## config.mk

```make
export PLATFORM = sky130hd
export DESIGN_NAME = mux_rr_arbiter_flat
export DESIGN_NICKNAME = d
export VERILOG_FILES = /design/src/rtl/mux_rr_arbiter_if.sv /design/src/rtl/mux_rr_arbiter.sv /design/src/flat_wrapper.sv
export SDC_FILE = /design/constraint.sdc
export NUM_CORES = 1
export LEC_CHECK = 0
export BUFFER_PORTS_ARGS = -buffer_cell sky130_fd_sc_hd__buf_2
export CAP_MARGIN = 25
export CORE_UTILIZATION = 57
export DETAILED_ROUTE_END_ITERATION = 8
export PLACE_DENSITY_LB_ADDON = 0.12
export SLEW_MARGIN = 20
export SYNTH_ARGS = -nofsm -noshare
export SYNTH_HDL_FRONTEND = slang
export SYNTH_SLANG_ARGS = --single-unit
export TNS_END_PERCENT = 1
```

## constraint.sdc

```tcl
create_clock -name clk -period 5.7 [get_ports clk]
set_clock_uncertainty 0.2 [all_clocks]
set_input_delay 0.855 -clock clk [delete_from_list [all_inputs] [get_ports clk]]
set_output_delay 0.855 -clock clk [all_outputs]
set_load 0.005 [all_outputs]
```

## src/rtl/mux_rr_arbiter_if.sv

```systemverilog
// mux_rr_arbiter_if
// Bundles the requester-side handshake and the mux select outputs of the
// round-robin arbiter.
//   req[3:0]  requests, req[k] belongs to requester k (level-sensitive)
//   done      current owner is finished (only looked at while a grant is active)
//   gnt[3:0]  one-hot grant, all zeros while idle
//   s1, s0    select lines for the 4:1 mux, {s1,s0} = owner index
//   valid     a grant is active (OR of gnt)
//   timeout   one-cycle pulse after a forced release at the hold limit
// Modports:
//   master  requester side: drives req/done, observes the arbiter outputs
//   slave   arbiter side: observes req/done, drives the arbiter outputs
interface mux_rr_arbiter_if;
  logic [3:0] req;
  logic       done;
  logic [3:0] gnt;
  logic       s1;
  logic       s0;
  logic       valid;
  logic       timeout;

  modport master (
    output req, done,
    input  gnt, s1, s0, valid, timeout
  );

  modport slave (
    input  req, done,
    output gnt, s1, s0, valid, timeout
  );
endinterface

```

## src/rtl/mux_rr_arbiter.sv

```systemverilog
// mux_rr_arbiter
// Round-robin arbiter for four requesters sharing a 4:1 select mux. A grant
// is registered as a one-hot vector plus the encoded mux select, and lasts
// until the owner signals done, drops its request, or has held the mux for
// MAX_HOLD cycles. Every release is followed by one idle cycle.
// Ports:
//   clk  single clock, rising edge
//   rst  synchronous active-high reset
//   bus  slave side of mux_rr_arbiter_if (req/done in; gnt/s1/s0/valid/timeout out)
// Parameter:
//   MAX_HOLD  longest grant in cycles, 1..15
module mux_rr_arbiter #(
  parameter int MAX_HOLD = 8
) (
  input  logic             clk,
  input  logic             rst,
  mux_rr_arbiter_if.slave  bus
);

  typedef enum logic {
    ST_IDLE  = 1'b0,
    ST_GRANT = 1'b1
  } state_t;

  localparam logic [3:0] HOLD_LAST = 4'(MAX_HOLD - 1);

  state_t     state_q, state_d;
  logic [1:0] ptr_q, ptr_d;
  logic [3:0] cnt_q, cnt_d;
  logic [1:0] owner_q, owner_d;
  logic [3:0] gnt_q, gnt_d;
  logic [1:0] sel_q, sel_d;
  logic       valid_q, valid_d;
  logic       timeout_q, timeout_d;

  // Requests rotated so that bit 0 is the highest-priority index (ptr).
  logic [3:0] req_rot;

  generate
    for (genvar gi = 0; gi < 4; gi++) begin : g_rot
      logic [1:0] src_idx;
      assign src_idx     = ptr_q + 2'(gi);
      assign req_rot[gi] = bus.req[src_idx];
    end
  endgenerate

  // Offset of the first requester at or after ptr; the descending scan lets
  // the lowest offset win.
  logic [1:0] pick_off;
  always_comb begin
    pick_off = 2'd0;
    for (int i = 3; i >= 0; i--) begin
      if (req_rot[i]) pick_off = 2'(i);
    end
  end

  logic [1:0] pick_idx;
  assign pick_idx = ptr_q + pick_off;

  logic rel_done, rel_drop, rel_hold;
  assign rel_done = bus.done;
  assign rel_drop = ~bus.req[owner_q];
  assign rel_hold = (cnt_q == HOLD_LAST);

  always_comb begin
    state_d   = state_q;
    ptr_d     = ptr_q;
    cnt_d     = cnt_q;
    owner_d   = owner_q;
    gnt_d     = gnt_q;
    sel_d     = sel_q;
    valid_d   = valid_q;
    timeout_d = 1'b0;

    case (state_q)
      ST_IDLE: begin
        if (|bus.req) begin
          owner_d = pick_idx;
          gnt_d   = 4'b0001 << pick_idx;
          sel_d   = pick_idx;
          valid_d = 1'b1;
          cnt_d   = 4'd0;
          state_d = ST_GRANT;
        end
      end
      ST_GRANT: begin
        if (rel_done || rel_drop || rel_hold) begin
          gnt_d     = 4'b0000;
          valid_d   = 1'b0;
          ptr_d     = owner_q + 2'd1;
          cnt_d     = 4'd0;
          state_d   = ST_IDLE;
          // Only a purely forced release is flagged; cooperative causes win.
          timeout_d = rel_hold && !rel_done && !rel_drop;
        end else begin
          cnt_d = cnt_q + 4'd1;
        end
      end
      default: state_d = ST_IDLE;
    endcase
  end

  always_ff @(posedge clk) begin
    if (rst) begin
      state_q   <= ST_IDLE;
      ptr_q     <= 2'd0;
      cnt_q     <= 4'd0;
      owner_q   <= 2'd0;
      gnt_q     <= 4'b0000;
      sel_q     <= 2'd0;
      valid_q   <= 1'b0;
      timeout_q <= 1'b0;
    end else begin
      state_q   <= state_d;
      ptr_q     <= ptr_d;
      cnt_q     <= cnt_d;
      owner_q   <= owner_d;
      gnt_q     <= gnt_d;
      sel_q     <= sel_d;
      valid_q   <= valid_d;
      timeout_q <= timeout_d;
    end
  end

  assign bus.gnt     = gnt_q;
  assign bus.s1      = sel_q[1];
  assign bus.s0      = sel_q[0];
  assign bus.valid   = valid_q;
  assign bus.timeout = timeout_q;

endmodule
```

## src/flat_wrapper.sv

```systemverilog
// flat-port wrapper written by rule: the top's interface ports become plain ports
module mux_rr_arbiter_flat 
#(
  parameter int MAX_HOLD = 8
)
  (clk, rst, bus_req, bus_done, bus_gnt, bus_s1, bus_s0, bus_valid, bus_timeout);
  mux_rr_arbiter_if bus_i ();
  input  logic clk;
  input  logic rst;
  input wire logic [$bits(bus_i.req)-1:0] bus_req;
  input wire logic [$bits(bus_i.done)-1:0] bus_done;
  output wire logic [$bits(bus_i.gnt)-1:0] bus_gnt;
  output wire logic [$bits(bus_i.s1)-1:0] bus_s1;
  output wire logic [$bits(bus_i.s0)-1:0] bus_s0;
  output wire logic [$bits(bus_i.valid)-1:0] bus_valid;
  output wire logic [$bits(bus_i.timeout)-1:0] bus_timeout;
  assign bus_i.req = bus_req;
  assign bus_i.done = bus_done;
  assign bus_gnt = bus_i.gnt;
  assign bus_s1 = bus_i.s1;
  assign bus_s0 = bus_i.s0;
  assign bus_valid = bus_i.valid;
  assign bus_timeout = bus_i.timeout;
  mux_rr_arbiter #(.MAX_HOLD(MAX_HOLD)) u_core (.clk(clk), .rst(rst), .bus(bus_i));
endmodule
```

* Word level (Yosys, flattened, before mapping)
Index checks and enable logic that the tools add are counted.
** Storage, ports and cells
- Flip-flop bits (word level) :: 15
** Cells by class
- Bitwise gates (word level) :: 3
- Add/sub/neg operators :: 6
- Reduce and logical (&&, ||, !) cells :: 10
- Mux-type cells :: 26
- $lt $le $gt $ge :: 5
- Equality and inequality tests :: 3
- Shifts and indexed selects :: 1
** Operators with widths (count)
- $mux 4 :: 4
- $pmux 4 s2 :: 2
- $lt 2x3->1 const B :: 5
- $bmux 1 s2 :: 5
- $mux 1 :: 9
- $mux 2 :: 4
- $reduce_and 2->1 :: 3
- $add 2x1->2 const B :: 2
- $add 2x2->2 const B :: 2
- $add 4x1->4 const B :: 1
- $eq 4x3->1 const B :: 1
- $pmux 1 s2 :: 2
- $reduce_or 4->1 :: 1
- $shl 1x2->4 const A :: 1
- $not 1->1 :: 3
- $reduce_or 3->1 :: 1
- $add 2x2->2 :: 1
- $logic_and 1x1->1 :: 2
- $logic_or 1x1->1 :: 2
- $ne 2x1->1 const B :: 1
- $ne 2x2->1 const B :: 1
- $logic_not 1->1 :: 1

* Logic depth before layout (Yosys ltp)
- Word-level depth :: 11
- Mapped depth :: 9
- Gate-level depth less buffers :: 8

* Least setup slack after synthesis
Ideal clock, no wire load.
- Path type :: input port to flip-flop
- Start point :: input port bus_req[2]
- End point :: register u_core.gnt_q[3], in the netlist u_core.bus.gnt[3]
- Data arrival time :: 2.294 ns
- Slack :: 3.092 ns
- Library setup time :: 0.114 ns
- Cell stages on the path :: 7
- Cells stage by stage :: buf_6 > or4_1 > o2111ai_1 > ha_1 > xnor2_1 > xnor2_2 > a2bb2o_4
** On the way
- Longest elaborated chain between the ends :: 10
** Ends and longest elaborated chain
- start: declaration :: line flat_wrapper.sv:10 : input wire logic [$bits(bus_i.req)-1:0] bus_req;
- $bmux 1 s2 :: line mux_rr_arbiter.sv:43 : assign req_rot[gi] = bus.req[src_idx];
- $mux 1 (implied by the code) :: line mux_rr_arbiter.sv:43
- $mux 2 (4 in series) :: line mux_rr_arbiter.sv:53 : if (req_rot[i]) pick_off = 2'(i);
- $add 2x2->2 :: line mux_rr_arbiter.sv:58 : assign pick_idx = ptr_q + pick_off;
- $shl 1x2->4 :: line mux_rr_arbiter.sv:79 : gnt_d = 4'b0001 << pick_idx;
- $mux 4 :: line mux_rr_arbiter.sv:77 : if (|bus.req) begin
- $pmux 4 s2 :: line mux_rr_arbiter.sv:75 : case (state_q)
- end signal: assignment :: line mux_rr_arbiter.sv:118 : gnt_q <= gnt_d;
- end: declaration :: line mux_rr_arbiter.sv:31 : logic [3:0] gnt_q, gnt_d;
Several ways; a longest one is shown, not always the timed one. The select of a mux whose other input is x is not followed.
A chain may end at the register's enable or synchronous reset.

* Worst setup path in the final report
- Start point :: input port bus_req[3]
- End point :: register u_core.gnt_q[3], in the netlist u_core.bus.gnt[3]
The elaborated chain is that of the path after synthesis.

==> metrics.md <==
| Metric | Value |
|---|---|
| I/O pin total | 15 |
| Die ar. | 0.00170 mm^2 |
| Post-route minimum period | 2.46 ns |
| WL final | 1610 um |
| Max Freq | 407 MHz |
| Pin count of the biggest net entering global routing | 13 |
| Final Hold Fails | 0 |
| Slowest-stage cell, CP | xnor2_2 |
| WL per Instance | 13.0 um |
| Initial core utilization | 0.644 |
| Core ar. | 0.00137 mm^2 |
| Post-DR vias/cell | 5.94 |
| Worst-Skew Late Latency | 0.28 ns |
| Pre-antenna DRT Iters | 4 |
| Period utilization | 0.431 |
| Worst stage delay on the critical path | 0.29 ns |
| Initial DRC Count | 17 |
| CTS resizes | 0 |
| Relative slew slack | 0.627 |
| Crit-path max FO | 6 |
| # H-tree levels | 1 |
| DRT antenna net count | 0 |
| Worst Max-Slew Pin Slew | 0.555 ns |
| Nets@finish | 119 |
| Design area | 945 um^2 |
| Global-route wire length before repair | 2340 um |
| Total track usage | 0.213 |
| Sequential cell area fraction in the yosys report | 0.341 |
| Syn Std Cell Area | 880 um^2 |
| Hpwl dp | 1210 um |
| Status | finished clean |
| Synth Flop Type | dfxtp_1 |
| GP Congestion | 0.642 |
| Maximum resistive drop on vdd | 246 uV |
| Die H | 41.3 um |
| Leak | 0.402 nW |
| Share of cells above drive strength 1 | 0.284 |
| Power Density | 278 mW/mm^2 |
| Number of synthesized register bits | 15 |
| Deepest clock path buffer count | 2 |
| Max Cap Violations | 0 |
| RSZ-0062 raised after global routing | false |
| Critical path required time | 5.68 ns |
| Post-synthesis async set-or-reset flop share | 0 |
| Worst Reg-to-Reg Cells | 6 |
| Placed Area | 918 um^2 |
| Combinational Power Share | 0.279 |
| Sequential Power Share | 0.492 |
| Warnings, synthesis | 0 |
| Port Buf Inserts | 14 |
| Cts bufs inserted | 3 |
| Root Buffer | clkbuf_4 |
| Internal power | 0.180 mW |
| Final Setup Violations | 0 |
| Netlist cell types | 43 |
| CTS tree | built |
| P&R area growth vs syn | 7.40% |
| Crit-path cells | buf_2 -> inv_1 -> and3_2 -> o21ai_0 -> o2111ai_1 -> ha_1 -> xnor2_1 -> xnor2_2 -> a2bb2o_4 |
| Slew Viols, Final | 0 |
| Clock transition at path regs | 0.09 ns |
| CP endpoint kind | flip-flop |
| Worst Hold Class | reg2reg |
| Setup TNS | 0 ns |
| Number of cell rows | 13 |
| Post-CTS Hold Buffers | 0 |
| DR vias | 737 |
| Hold Path Stages | 1 |
| Sw Ratio | 0.316 |
| Initial antenna violation count | 0 |
| Net count after synthesis | 106 |
| # Post-CTS Setup Buffers | 0 |
| Startpoint types | input pin |
| DRC viols | 0 |
| Most frequent cells in the layout | 15 x nor2_1, 15 x dfxtp_1, 14 x buf_2 |
| Diode count | 0 |
| Number of flops mapped to enable cells by yosys | 0 |
| Sink Count | 15 |
| Vias in the first global route | 564 |
| Worst Path Arrival | 2.44 ns |
| Synthesized instance count | 97 |
| Psw | 0.0829 mW |
| Syn Area/Cell | 9.07 um^2 |
| Clock power share | 0.229 |
| Grt total ovfl | 0 |
| Die X | 41.3 um |
| Kind of critical path | in2reg |
## Yosys cell counts (2+ instances only)
cell type | n | area [um^2]
dfxtp_1 | 15 | 300
nor2_1 | 15 | 56.3
nand2_1 | 6 | 22.5
a21oi_1 | 3 | 15.0
buf_6 | 3 | 33.8
inv_1 | 3 | 11.3
mux2i_1 | 3 | 30.0
nand2b_1 | 3 | 18.8
nor3_1 | 3 | 15.0
o21ai_0 | 3 | 15.0
a211oi_1 | 2 | 15.0
a21o_1 | 2 | 15.0
a32o_2 | 2 | 22.5
ha_1 | 2 | 25.0
nand3_1 | 2 | 10.0
nor2_2 | 2 | 12.5
xnor2_1 | 2 | 17.5
## worst paths after layout
check,to,slack [ns],start
max,u_core.bus.gnt[3],3.24,bus_req[3]
min,u_core.bus.valid,0.26,u_core.bus.valid
max reg2reg,u_core.bus.gnt[3],3.51,u_core.ptr_q[0]
min reg2reg,u_core.bus.valid,0.26,u_core.bus.valid
## final cells by class
type	count	area (um^2)
clock buffer	4	26.3
fill	114	422
inverter	3	11.3
multi-input combinational	73	518
sequential	15	300
tap	15	18.8
timing repair buffer	14	70.1
## cells by family (layout without fill, tap and decap cells)
| logic type | after synthesis | after routing | share of synthesized area |
|---|---|---|---|
| flops | 15 | 15 | 0.341 |
| compound gates | 25 | 25 | 0.250 |
| xor+xnor | 3 | 3 | 0.0384 |
| simple gates | 40 | 40 | 0.238 |
| buf+inv | 9 | 21 | 0.0697 |
| fa+ha+maj | 2 | 2 | 0.0284 |
| mux | 3 | 3 | 0.0341 |
## registers in the layout (all words and copies together) (netlist names)
signal	flops
u_core.bus.valid	1
u_core.ptr_q	2
u_core.bus.gnt	4
u_core.cnt_q	4
u_core.bus.timeout	1
u_core.owner_q	2
u_core.state_q	1
## power groups by stage
stage | logic (mW) | registers, mW | clock network (mW)
detailed placement | 0.0731 | 0.132 | 0
global route | 0.0803 | 0.131 | 0.0680
finish | 0.0733 | 0.129 | 0.0600
global placement | 0.0710 | 0.131 | 0
CTS | 0.0738 | 0.129 | 0.0625
floorplan | 0.0624 | 0.127 | 0
## worst max-delay path: cells and delay by family
kind                       cells  cell delay [ns]
AOI/OAI and AO/OA              3             0.52
adders and majority gates      1             0.21
buffers and inverters          2             0.23
xor gates and xnor gates       2             0.44
and+or+nand+nor                1             0.19
## routing by layer
| layer | vias to the layer above | share of wire | GRT usage |
|---|---|---|---|
| li1 | 379 | - | - |
| met1 | 345 | 0.50 | 0.282 |
| met2 | 13 | 0.46 | 0.336 |
| met3 | 0 | 0.043 | 0.0815 |
| met4 | 0 | 0 | 0.0242 |
| met5 | - | 0 | 0 |
## per-stage QoR
step                cells  total power, mW   util  hold WS (ns)  setup WS, ns
global route          124            0.279  0.691         0.280          3.16
CTS                   124            0.265  0.691         0.268          3.25
detailed placement    120            0.205  0.672         0.246          2.95
floorplan              97            0.189      -         0.251          3.09
global placement      120            0.202  0.672         0.229          2.97
finish                124            0.262  0.691         0.258          3.24
(Power assumes the default switching activity.)
